===== src/rtl/multicycle_ctrl.sv =====
// multicycle_ctrl: main control FSM for a multi-cycle RV32I datapath.
// Sequences fetch/decode/execute/memory/write-back over a shared ALU and a
// unified memory port, with memory wait-state timeout and illegal-opcode traps.
module multicycle_ctrl #(
  parameter int WAIT_LIMIT = 15
) (
  input  logic       clk,
  input  logic       reset,
  input  logic [6:0] opcode,
  input  logic [2:0] funct3,
  input  logic       zero,
  input  logic       mem_ready,
  output logic       pc_write,
  output logic       pc_src,
  output logic       ir_write,
  output logic       iord,
  output logic       mem_read,
  output logic       mem_write,
  output logic       reg_write,
  output logic       mem_to_reg,
  output logic [1:0] alu_src_a,
  output logic [1:0] alu_src_b,
  output logic [1:0] alu_op,
  output logic       retire,
  output logic       trap,
  output logic [1:0] trap_cause,
  output logic [3:0] state
);

  typedef enum logic [3:0] {
    S_FETCH    = 4'd0,
    S_DECODE   = 4'd1,
    S_EXEC_R   = 4'd2,
    S_EXEC_I   = 4'd3,
    S_MEM_ADDR = 4'd4,
    S_MEM_RD   = 4'd5,
    S_MEM_WR   = 4'd6,
    S_WB_ALU   = 4'd7,
    S_WB_MEM   = 4'd8,
    S_BRANCH   = 4'd9,
    S_JAL      = 4'd10,
    S_TRAP     = 4'd11
  } state_t;

  localparam logic [6:0] OP_R      = 7'b0110011;
  localparam logic [6:0] OP_I      = 7'b0010011;
  localparam logic [6:0] OP_LOAD   = 7'b0000011;
  localparam logic [6:0] OP_STORE  = 7'b0100011;
  localparam logic [6:0] OP_BRANCH = 7'b1100011;
  localparam logic [6:0] OP_JAL    = 7'b1101111;

  // Count value at which one more not-ready cycle means timeout.
  localparam logic [7:0] LIMIT_M1 = 8'(WAIT_LIMIT - 1);

  state_t     r_state;
  state_t     w_next;
  logic [7:0] r_wait_cnt;
  logic [7:0] w_wait_next;
  logic [1:0] r_cause;
  logic [1:0] w_cause_next;
  logic       w_wait_state;
  logic       w_timeout;

  // Only funct3[0] distinguishes BEQ from BNE; the other bits are don't-care.
  logic w_unused_funct3;
  assign w_unused_funct3 = ^funct3[2:1];

  assign w_wait_state = (r_state == S_FETCH) || (r_state == S_MEM_RD) || (r_state == S_MEM_WR);
  // Completion (mem_ready=1) always wins over timeout.
  assign w_timeout    = w_wait_state && !mem_ready && (r_wait_cnt == LIMIT_M1);

  assign state      = r_state;
  assign trap       = reset && (r_state == S_TRAP);
  assign trap_cause = r_cause;

  // State, wait counter and trap cause registers.
  always_ff @(posedge clk or negedge reset) begin
    if (!reset) begin
      r_state    <= S_FETCH;
      r_wait_cnt <= 8'd0;
      r_cause    <= 2'b00;
    end else begin
      r_state    <= w_next;
      r_wait_cnt <= w_wait_next;
      r_cause    <= w_cause_next;
    end
  end

  // Next-state decode and Moore (plus mem_ready/zero qualified) outputs.
  always_comb begin
    w_next       = r_state;
    w_cause_next = r_cause;
    w_wait_next  = 8'd0;
    pc_write     = 1'b0;
    pc_src       = 1'b0;
    ir_write     = 1'b0;
    iord         = 1'b0;
    mem_read     = 1'b0;
    mem_write    = 1'b0;
    reg_write    = 1'b0;
    mem_to_reg   = 1'b0;
    alu_src_a    = 2'b00;
    alu_src_b    = 2'b00;
    alu_op       = 2'b00;
    retire       = 1'b0;

    case (r_state)
      S_FETCH: begin
        if (mem_ready) w_next = S_DECODE;
      end
      S_DECODE: begin
        case (opcode)
          OP_R:              w_next = S_EXEC_R;
          OP_I:              w_next = S_EXEC_I;
          OP_LOAD, OP_STORE: w_next = S_MEM_ADDR;
          OP_BRANCH:         w_next = S_BRANCH;
          OP_JAL:            w_next = S_JAL;
          default: begin
            w_next       = S_TRAP;
            w_cause_next = 2'b01;
          end
        endcase
      end
      S_EXEC_R, S_EXEC_I: w_next = S_WB_ALU;
      S_MEM_ADDR:         w_next = (opcode == OP_LOAD) ? S_MEM_RD : S_MEM_WR;
      S_MEM_RD:           if (mem_ready) w_next = S_WB_MEM;
      S_MEM_WR:           if (mem_ready) w_next = S_FETCH;
      S_WB_ALU, S_WB_MEM, S_BRANCH, S_JAL: w_next = S_FETCH;
      default:            w_next = S_TRAP;
    endcase

    // Wait-state accounting; the counter is zero whenever a wait state is entered.
    if (w_timeout) begin
      w_next       = S_TRAP;
      w_cause_next = 2'b10;
    end else if (w_wait_state && !mem_ready) begin
      w_wait_next = r_wait_cnt + 8'd1;
    end

    // Control outputs are held at zero while reset is asserted.
    if (reset) begin
      case (r_state)
        S_FETCH: begin
          mem_read  = 1'b1;
          alu_src_b = 2'b01;
          ir_write  = mem_ready;
          pc_write  = mem_ready;
        end
        S_DECODE: begin
          alu_src_a = 2'b10;
          alu_src_b = 2'b10;
        end
        S_EXEC_R: begin
          alu_src_a = 2'b01;
          alu_op    = 2'b10;
        end
        S_EXEC_I: begin
          alu_src_a = 2'b01;
          alu_src_b = 2'b10;
          alu_op    = 2'b10;
        end
        S_MEM_ADDR: begin
          alu_src_a = 2'b01;
          alu_src_b = 2'b10;
        end
        S_MEM_RD: begin
          mem_read = 1'b1;
          iord     = 1'b1;
        end
        S_MEM_WR: begin
          mem_write = 1'b1;
          iord      = 1'b1;
          retire    = mem_ready;
        end
        S_WB_ALU: begin
          reg_write = 1'b1;
          retire    = 1'b1;
        end
        S_WB_MEM: begin
          reg_write  = 1'b1;
          mem_to_reg = 1'b1;
          retire     = 1'b1;
        end
        S_BRANCH: begin
          alu_src_a = 2'b01;
          alu_op    = 2'b01;
          pc_src    = 1'b1;
          retire    = 1'b1;
          pc_write  = zero ^ funct3[0];
        end
        S_JAL: begin
          alu_src_a = 2'b10;
          alu_src_b = 2'b01;
          reg_write = 1'b1;
          pc_write  = 1'b1;
          pc_src    = 1'b1;
          retire    = 1'b1;
        end
        default: ;
      endcase
    end
  end

endmodule

===== config.mk =====
export PLATFORM = sky130hd
export DESIGN_NAME = multicycle_ctrl
export DESIGN_NICKNAME = d
export VERILOG_FILES = /design/src/rtl/multicycle_ctrl.sv
export SDC_FILE = /design/constraint.sdc
export NUM_CORES = 1
export LEC_CHECK = 0
export CAP_MARGIN = 5
export CORE_MARGIN = 1
export CORE_UTILIZATION = 49
export DETAILED_ROUTE_END_ITERATION = 12
export GPL_TIMING_DRIVEN = 0
export HOLD_SLACK_MARGIN = 0.03
export PLACE_DENSITY = 0.93
export REMOVE_ABC_BUFFERS = 1
export SYNTH_ARGS = -nofsm -noshare
export SYNTH_HDL_FRONTEND = slang
export SYNTH_SLANG_ARGS = --single-unit
export TNS_END_PERCENT = 10

===== constraint.sdc =====
create_clock -name clk -period 2.27 [get_ports clk]
set_input_delay 0.454 -clock clk [delete_from_list [all_inputs] [get_ports clk]]
set_output_delay 0.454 -clock clk [all_outputs]
set_load 0.03 [all_outputs]

==> run summary <==
Total power divided by cell area: 285 nW/µm². Global routing met3 resource utilization: 0.0182. For the via count of the first global-routing pass, the log shows 1167. Average cell area after synthesis: 8.30 µm². The die boundary width was 50.2 µm; the number of buffers on the longest clock path was 2. The worst path in the final design needs a cycle of 2.31 ns, including I/O delays and setup.

The post-route fraction of the period consumed by the critical path was 1.02. The library cell used most frequently in the layout, excluding fill and tap cells, is sky130_fd_sc_hd__nor2_1. The flow ran to the end, but the final reports show violations. The tools report the final count of pins violating max slew as 0. Share of layout cells above drive strength 1: 0.186. The tools report the startpoint kind of the worst setup timing path as a flip-flop. TritonCTS built the clock tree.

The checks that failed: negative setup slack. The first routing iteration left 19 violations. The average wire per cell in the routed design is 14.3 µm, and the setup total negative slack is -0.0493 ns.

The slew at the pin with the worst max-slew slack is 0.487 ns. The net count of the finished layout is 195. The antenna diode count is 0, and the initial antenna violation count is 0.

In this run the core area contains 17 standard-cell rows. The highest cell delay on the worst timing path came out at 0.55 ns. The data arrival time at the worst-slack endpoint is 1.85 ns, and the number of warnings issued by yosys is 0. Counting stages on the worst path, the most repeated cell is sky130_fd_sc_hd__nor2_1. The overall power is 443 µW. The slack of the critical path is -0.0370 ns.

The boundary pin count was 36; the aggregate routed wire length was 2940 µm. The run gives 358 µm² as the register area. Max-cap violations in this run came to 0. In the layout the commonest cells are 22 x sky130_fd_sc_hd__nor2_1, 17 x sky130_fd_sc_hd__clkdlybuf4s50_1, 12 x sky130_fd_sc_hd__nand2_1, 11 x sky130_fd_sc_hd__buf_4, 10 x sky130_fd_sc_hd__dfrtp_1. Setup repair after global routing could not meet its margin everywhere.

The multi-input gate area in the final layout was 707 µm². The tools report the maximum operating frequency as 433 MHz. Counting flops with a built-in enable in the synthesized netlist gives 0.

The cell count after synthesis came out at 137. The tools report the filler cell count as 181. The global routing stage identified its most utilized layer as met2. Timing analysis after detailed placement gives a worst setup slack of -0.951 ns. Buffer cell driving the clock tree root: sky130_fd_sc_hd__clkbuf_4.

Area of the mapped netlist: 1140 µm². The synthesis-to-layout area growth came out at 36.7%. IR analysis of the VDD net gives a maximum drop of 0.345 mV. The kind of end point of the critical path was a primary output.

The run gives 2 as the setup-violating endpoint count in the final report. Met2 capacity usage during global routing: 0.476. Library cell contributing the largest single delay on the critical path: sky130_fd_sc_hd__dfrtp_2. The maximum net fanout on the critical path was 20; the reported leakage power was 0.000684 µW. Entering global routing, the biggest net connects 21 pins. The number of hold violations in the final report was 0; the starting utilization of the core area was 0.519.

The floorplan step defined a die boundary enclosing 2520 µm². Dominant synthesized flop cell: sky130_fd_sc_hd__dfrtp_1. The finished layout holds 205 standard cells, fillers aside. The per-cell via count in the routed design is 5.74, and the routability congestion estimate from global placement is 0.870. The first global-routing pass estimated 4850 µm of wire. The vertical extent of the die works out to 50.2 µm. The tools report the residual DRC count as 0. Startpoint-to-endpoint class of the critical path: flip-flop to primary output.

For this run, the detailed router's first-pass iteration total came to 4. The met1 global-route usage is 0.266. The tools report the placed cell count as 191. For the worst setup path, the data required time is 1.82 ns. The HPWL after detailed placement is 1970 µm. The logs give 0.674 for the relative slew slack and 0.28 ns for the clock latency on the worst-skew pair. The core region is 2190 µm². The routed layout has 1176 vias.

The setup skew after layout was 0.00500 ns. The number of clock buffers added by TritonCTS is 3. The H-tree depth was 1; the fraction of the yosys area taken by sequential cells was 0.308. The clock transition time at the flip-flop clock pins of the worst setup and hold paths was 0.07 ns. Counting distinct cell types in the post-synthesis netlist gives 46.

The count of buffers added on input and output ports is 33. The flip-flop and latch count after synthesis works out to 14. The worst min-delay path class is flip-flop to flip-flop. Once detail routing completed, the nets flagged for antenna violations numbered 0. The total congestion overflow was 0. The combined global-route utilization of all metal layers is 0.250, and the share of flip-flops with an asynchronous set or reset is 1.00. The tools report the total clock sinks as 14.

The signal on the critical path passes through nand2b_2 -> nor2_1 -> o21ba_2 -> nor2_1 -> clkdlybuf4s15_2.
[power breakdown]
part	internal [µW]	switching (µW)	leakage, µW
Combinational	28.7	27.0	0.000497
Sequential	250	0.434	0.000173
Clock	61.6	75.3	0.0000138
[flip-flops by register name, indices dropped and copies added, names as in the netlist]
signal and flops:
r_wait_cnt 8, state 4, trap_cause 2
[logic make-up after synthesis]
family                     count (synthesis)  share of synthesized area
AOI/OAI and AO/OA                         30                      0.198
xor gates and xnor gates                  10                     0.0836
adders and majority gates                  2                     0.0220
buffers and inverters                     15                     0.0726
DFF                                       14                      0.308
muxes                                      1                    0.00880
and+or+nand+nor                           65                      0.307
[cells in the mapped netlist (all sizes together) (2+ instances only)]
cell type,instances,share of area
ha,2,0.022
xor2,7,0.054
o21ai,5,0.022
nand4,2,0.011
nor4b,3,0.023
o41ai,2,0.015
dfrtp,14,0.31
and2,3,0.017
a21oi,6,0.030
nor2b,2,0.011
inv,8,0.026
nand2b,4,0.022
nor3,3,0.013
o21a,2,0.013
buf,7,0.046
o22ai,5,0.033
nand3,4,0.018
nor2,23,0.083
xnor2,3,0.030
and4,2,0.015
nand2,12,0.040
[area by class of cell]
class / instances / share of cell area
tap: 28 / 0.0225
timing repair buffer: 44 / 0.259
inverter: 8 / 0.0193
clock buffer: 3 / 0.0145
sequential: 14 / 0.230
multi-input combinational: 108 / 0.455
[stage by stage]
stage | instance area (µm²) | util | hold slack [ns]
floorplan | 1080 | - | 0.158
global placement | 1450 | 0.662 | 0.478
detailed placement | 1450 | 0.662 | 0.501
CTS | 1560 | 0.711 | 0.518
global route | 1560 | 0.710 | 0.538
finish | 1560 | 0.710 | 0.515
[routing by layer]
layer	part of all wire	wire length [µm]	up-vias
li1	-	-	563
met1	0.40	1170	568
met2	0.53	1570	39
met3	0.046	136	6
met4	0.020	59	0
met5	0	0	-
[worst paths after layout]
check | start | cells past startpoint | endpoint | slack (ns)
max in group asynchronous | reset | 2 | state[0] | 1.15
hold / removal | trap_cause[0] | 1 | trap_cause[0] | 0.52
setup reg to reg | state[2] | 7 | state[0] | 0.34
min in group asynchronous | reset | 2 | r_wait_cnt[4] | 0.61
setup / recovery | state[1] | 5 | alu_src_a[1] | -0.04
hold reg to reg | trap_cause[0] | 1 | trap_cause[0] | 0.52
[worst max-delay path, delay by kind of cell, from the launching register on]
kind / cells / cell delay, ns
and+or+nand+nor: 3 / 0.54
AOI/OAI and AO/OA: 1 / 0.18
DFF: 1 / 0.55
buffers and inverters: 1 / 0.30
[what timing repair did]
| action | CTS | global route |
|---|---|---|
| setup endpoints to repair | 18 | 8 |
| hold buffers | 2 | 0 |
| pin swaps | 0 | 0 |
| endpoints found under the hold margin | 3 | 0 |
| gates cloned | 0 | 0 |
| setup buffers | 9 | 0 |
| resized for setup | 34 | 7 |
(Power assumes the default switching activity.)
